--- src/rtl/id_stage_segmentada.sv ---
// Pipelined MIPS decode stage: register file with write-first bypass, decode,
// load-use stall, flush and an ID/EX pipeline register (1-cycle latency).
module id_stage_segmentada #(
   parameter int len                  = 32,
   parameter int cantidad_registros   = 32,
   parameter int NB_address_registros = $clog2(cantidad_registros),
   parameter int NB_SENIAL_CONTROL    = 8,
   parameter int NB_ALU_OP            = 2,
   parameter int NB_FUNCT             = 6
) (
   input  logic                            i_clk,
   input  logic                            i_rst,
   input  logic                            i_valid,
   input  logic [len-1:0]                  i_instruccion,
   input  logic [len-1:0]                  i_pc_plus4,
   input  logic                            i_flush,
   input  logic                            i_wb_reg_write,
   input  logic [NB_address_registros-1:0] i_wb_write_reg,
   input  logic [len-1:0]                  i_wb_write_data,
   output logic                            o_stall,
   output logic                            o_valid,
   output logic [len-1:0]                  o_dato1,
   output logic [len-1:0]                  o_dato2,
   output logic [len-1:0]                  o_imm,
   output logic [NB_address_registros-1:0] o_rs,
   output logic [NB_address_registros-1:0] o_rt,
   output logic [NB_address_registros-1:0] o_write_reg,
   output logic [NB_SENIAL_CONTROL-1:0]    o_senial_control,
   output logic [NB_ALU_OP-1:0]            o_alu_op,
   output logic [NB_FUNCT-1:0]             o_funct,
   output logic [len-1:0]                  o_branch_target,
   output logic [len-1:0]                  o_jump_target,
   output logic                            o_illegal
);

   typedef enum logic [1:0] {EXT_NONE, EXT_SIGN, EXT_ZERO} ext_t;

   logic [len-1:0]                  regs [cantidad_registros];
   logic [5:0]                      opcode;
   logic [NB_address_registros-1:0] rs, rt, rd, write_reg;
   logic [15:0]                     imm16;
   logic [len-1:0]                  dato1, dato2, imm, branch_target, jump_target;
   logic [NB_SENIAL_CONTROL-1:0]    ctrl;
   logic [NB_ALU_OP-1:0]            alu_op;
   logic [NB_FUNCT-1:0]             funct;
   ext_t                            ext;
   logic                            illegal, reads_rt, hazard, bubble;

   assign opcode = i_instruccion[31:26];
   assign rs     = i_instruccion[25:21];
   assign rt     = i_instruccion[20:16];
   assign rd     = i_instruccion[15:11];
   assign imm16  = i_instruccion[15:0];

   always_ff @(posedge i_clk or negedge i_rst) begin
      if (!i_rst) begin
         for (int i = 0; i < cantidad_registros; i++) regs[i] <= '0;
      end else if (i_wb_reg_write && i_wb_write_reg != '0) begin
         regs[i_wb_write_reg] <= i_wb_write_data;
      end
   end

   // Write-first: a same-cycle write-back to the address being read wins.
   always_comb begin
      dato1 = '0;
      dato2 = '0;
      if (rs != '0)
         dato1 = (i_wb_reg_write && i_wb_write_reg == rs) ? i_wb_write_data : regs[rs];
      if (rt != '0)
         dato2 = (i_wb_reg_write && i_wb_write_reg == rt) ? i_wb_write_data : regs[rt];
   end

   always_comb begin
      ctrl     = '0;
      alu_op   = '0;
      ext      = EXT_NONE;
      funct    = i_instruccion[5:0];
      illegal  = 1'b0;
      reads_rt = 1'b0;
      case (opcode)
         6'b000000: begin ctrl = 8'b1000_0001; alu_op = 2'b10; reads_rt = 1'b1; end
         6'b100011: begin ctrl = 8'b1101_1000; ext = EXT_SIGN; end
         6'b101011: begin ctrl = 8'b0110_0000; ext = EXT_SIGN; reads_rt = 1'b1; end
         6'b000100: begin ctrl = 8'b0000_0100; alu_op = 2'b01; ext = EXT_SIGN; reads_rt = 1'b1; end
         6'b001000: begin ctrl = 8'b1100_0000; ext = EXT_SIGN; end
         6'b001100: begin ctrl = 8'b1100_0000; alu_op = 2'b10; ext = EXT_ZERO; funct = 6'b100100; end
         6'b001101: begin ctrl = 8'b1100_0000; alu_op = 2'b10; ext = EXT_ZERO; funct = 6'b100101; end
         6'b000010: begin ctrl = 8'b0000_0010; end
         default:   illegal = 1'b1;
      endcase
   end

   always_comb begin
      case (ext)
         EXT_SIGN: imm = {{(len-16){imm16[15]}}, imm16};
         EXT_ZERO: imm = {{(len-16){1'b0}}, imm16};
         default:  imm = '0;
      endcase
   end

   assign write_reg     = ctrl[0] ? rd : rt;
   assign branch_target = i_pc_plus4 + {{(len-18){imm16[15]}}, imm16, 2'b00};
   assign jump_target   = {i_pc_plus4[len-1:len-4], i_instruccion[25:0], 2'b00};

   // Load in ID/EX whose destination is a source of the instruction now in ID.
   assign hazard = i_valid && o_valid && o_senial_control[3] && o_write_reg != '0 &&
                   (o_write_reg == rs || (reads_rt && o_write_reg == rt));
   assign o_stall = hazard && !i_flush;
   assign bubble  = i_flush || hazard || !i_valid;

   always_ff @(posedge i_clk or negedge i_rst) begin
      if (!i_rst) begin
         o_valid          <= 1'b0;
         o_dato1          <= '0;
         o_dato2          <= '0;
         o_imm            <= '0;
         o_rs             <= '0;
         o_rt             <= '0;
         o_write_reg      <= '0;
         o_senial_control <= '0;
         o_alu_op         <= '0;
         o_funct          <= '0;
         o_branch_target  <= '0;
         o_jump_target    <= '0;
         o_illegal        <= 1'b0;
      end else begin
         o_valid          <= !bubble;
         o_dato1          <= dato1;
         o_dato2          <= dato2;
         o_imm            <= imm;
         o_rs             <= rs;
         o_rt             <= rt;
         o_write_reg      <= write_reg;
         o_senial_control <= bubble ? '0 : ctrl;
         o_alu_op         <= bubble ? '0 : alu_op;
         o_funct          <= funct;
         o_branch_target  <= branch_target;
         o_jump_target    <= jump_target;
         o_illegal        <= bubble ? 1'b0 : illegal;
      end
   end

endmodule

--- config.mk ---
export PLATFORM = sky130hd
export DESIGN_NAME = id_stage_segmentada
export DESIGN_NICKNAME = d
export VERILOG_FILES = /design/src/rtl/id_stage_segmentada.sv
export SDC_FILE = /design/constraint.sdc
export NUM_CORES = 2
export LEC_CHECK = 0
export BUFFER_PORTS_ARGS = -buffer_cell sky130_fd_sc_hd__buf_4
export CAP_MARGIN = 25
export CORE_MARGIN = 1.5
export CORE_UTILIZATION = 36
export DETAILED_ROUTE_END_ITERATION = 16
export GPL_TIMING_DRIVEN = 0
export PLACE_DENSITY = 0.59
export SETUP_SLACK_MARGIN = 0.1
export SYNTH_ARGS = -nofsm -noshare
export SYNTH_HDL_FRONTEND = slang
export SYNTH_SLANG_ARGS = --single-unit
--- constraint.sdc ---
create_clock -name i_clk -period 3.99 [get_ports i_clk]
set_clock_uncertainty 0.1 [all_clocks]
set_input_delay 0.798 -clock i_clk [delete_from_list [all_inputs] [get_ports i_clk]]
set_output_delay 0.798 -clock i_clk [all_outputs]
set_load 0.1 [all_outputs]
==> out/results.ini <==
[min_path]
min_path_type=input port to flip-flop

[power_and_ir_drop]
power_density_mw_per_mm2=534
combinationalPowerShare_pct=24.8
switchingPower_mw=12.2
p_int_mw=26.4
power_mw=38.6
seqPwrFrac_pct=40.8
pwr-share-clk_pct=34.3
peakVddDrop_mv=0.503
leakage_nw=31.3
swShare_pct=31.5

[sta]
min_period_over_period_pct=101
setup_violations=1
relSlewSlack_pct=22.9
finalHoldViolations=0
setup_slack_ps=-38.9
period_needed_ps=4030
worst_pin_slew_ps=1160
max_freq_mhz=248
rsz0062_at_grt=yes
maxSlewViolCount=0
holdWs_ps=42.5

[clocking]
cts_tree=built
clkLatencyLatePin_ps=810
cts_max_path_buffers=3
cts_inserted_buffers=136
cts_htree_levels=4
cts.clk_slew.worst_paths_ps=60
root_buffer=clkbuf_16
cts_sinks=1189

[synthesis]
yosys.area.top_type=dfrtp_1
avgSynthCellArea_um2=15.1
yosys_warnings=0
synth-main-ff-cell=dfrtp_1
ys_ff_latch=1189
yosysMostFrequentCell=dfrtp_1
netlist_top_cells_area=dfrtp_1 (48%), mux2_2 (20%), mux4_2 (19%), clkbuf_1 (1.6%), mux2i_1 (1.4%)
synth_top_area_share_pct=48.3
synth.distinct_cells=64
synth_edf_count=0
synth_area_mm2=0.0616
synth-async-reset-ratio_pct=100
netlist_top_cells_count=dfrtp_1 (1189), mux2_2 (1094), mux4_2 (530)
ys_seq_area_share_pct=48.3
syn_inst=4094

[grt]
overflow=0
grt_use_total_pct=26.1
antenna_found_initial=19
grt_max_degree=181
grt_pass1_wl_um=320000
grt_pass1_vias=41400

[die]
core_mm2=0.170
start_util_pct=36.3
die-area_mm2=0.174
num_rows=151
die_x_um=417
die_h_um=417
num_io_pins=300

[worst_setup_path]
slowest_stage=buf_1
crit_path_frequent_cell=buf_2
worstSetupPathType=input port to flip-flop
slowest_delay_ps=670
worst_ep_required_time_ps=4500
cp-end-kind=flip-flop
path_cells=buf_4 > buf_2 > buf_2 > buf_2 > buf_1 > mux4_2 > a21oi_1 > o21ai_0 > a22o_1
cp.arrival_ps=4540
path_max_fanout=10
worst_setup_path_start_kind=input port

[routing]
routed_via_density=5.97
drt.antenna.violating_nets=0
drtIter0Drc=4268
dr.pass1.iters=6
drc=0
wire_per_inst_um=32.9
drt_wl_total_um=228000
num_vias=41300

[final_layout]
synthToLayoutAreaGrowth_pct=17.4
stdcell_area_mm2=0.0724
drive_gt1_share_pct=50.2
fillers=15500
nets=4726
stdcell_count=6923
top_register=regs
multiInputGateArea_mm2=0.0297
regArea_mm2=0.0298
largest_reg_flops=1024

[place]
place_area_mm2=0.0674
numPortBuffers=290
gp_congestion=0.965
dpl.cell_count=6653
place_hpwl_um=171000

[status]
failed_checks=setup timing
run_status=complete, but fails checks

[flow_run]
cap_violations=0

## layer usage
metal  wire, um  vias up  GRT usage (%)
met5         20        -              0
met3      18800      467           5.78
met4      13900        2           14.7
met1      91000    22300           34.1
li1           -    16600              -
met2     104000     1985           40.1
## critical path, delay by kind of cell
kind	cells	cell delay [ps]
muxes	1	400
buffers and inverters	5	2300
AOI/OAI and AO/OA	3	990
## cells in the final DEF (no fill, tap or decap), types with 50 or more instances in the layout
master and n:
nor2_1 88, buf_1 55, nand2_1 113, dfrtp_1 1189
buf_2 74, a21oi_1 58, mux2_2 1094, o22ai_1 50
mux4_2 530, clkbuf_1 267, clkbuf_16 138, mux2i_1 86
buf_4 338
## final timing paths
check	start	end	slack, ps	cells after the start
setup / recovery	i_instruccion[22]	o_dato1[23]$_DFF_PN0_	-40	9
hold / removal	i_instruccion[21]	o_rs[0]$_DFF_PN0_	40	1
setup reg to reg	regs[880]$_DFFE_PN0P_	o_dato1[16]$_DFF_PN0_	1400	4
hold reg to reg	regs[1000]$_DFFE_PN0P_	regs[1000]$_DFFE_PN0P_	380	1
max in group asynchronous	i_rst	regs[723]$_DFFE_PN0P_	780	6
min in group asynchronous	i_rst	o_jump_target[6]$_DFF_PN0_	350	2
## final cells by class
type,count,share of cell area (%)
multi-input cells,2429,41.0
flip-flops and latches,1189,41.1
clock buffers,186,5.38
well taps,2218,3.84
diodes,10,0.0346
repair buffers,356,4.43
inverters,21,0.109
plain buffers,455,3.02
clock inverters,59,1.10
## per-stage QoR
step	setup TNS [ps]	utilization, %	setup WS (ps)
2_1_floorplan	0	-	251
3_3_place_gp	-	39.2	-12760
3_5_place_dp	-27170	39.7	-1200
4_1_cts	0	42.6	131
5_1_grt	0	42.6	35.0
6_report	-38.9	42.7	-38.9
## kinds of logic (layout without fill, tap and decap cells)
family | after synthesis | in the layout | synth area share, %
buffers and inverters | 477 | 1077 | 3.63
AND/OR/NAND/NOR | 318 | 318 | 2.44
adder cells (fa/ha/maj) | 32 | 32 | 0.662
flip-flops | 1189 | 1189 | 48.3
XOR/XNOR | 47 | 47 | 0.680
multiplexers | 1718 | 1718 | 40.9
other | 1 | 12 | 0.00609
AO/OA/AOI/OAI | 312 | 312 | 3.40
## power groups by stage
stage,Clock [mW],Combinational (mW),Sequential (mW)
floorplan,0,5.16,17.0
global placement,0,9.20,15.8
detailed placement,0,9.44,15.9
CTS,13.4,9.48,15.7
global route,13.9,9.94,16.0
finish,13.3,9.58,15.8
## repair_timing
action,4_1_cts,5_1_grt
gates cloned,0,1
setup buffers,0,0
hold endpoints to repair,19,0
setup endpoints to repair,13,52
hold buffers,14,0
gates resized for setup,6,6
No activity file was read; power rests on OpenSTA's default activity.
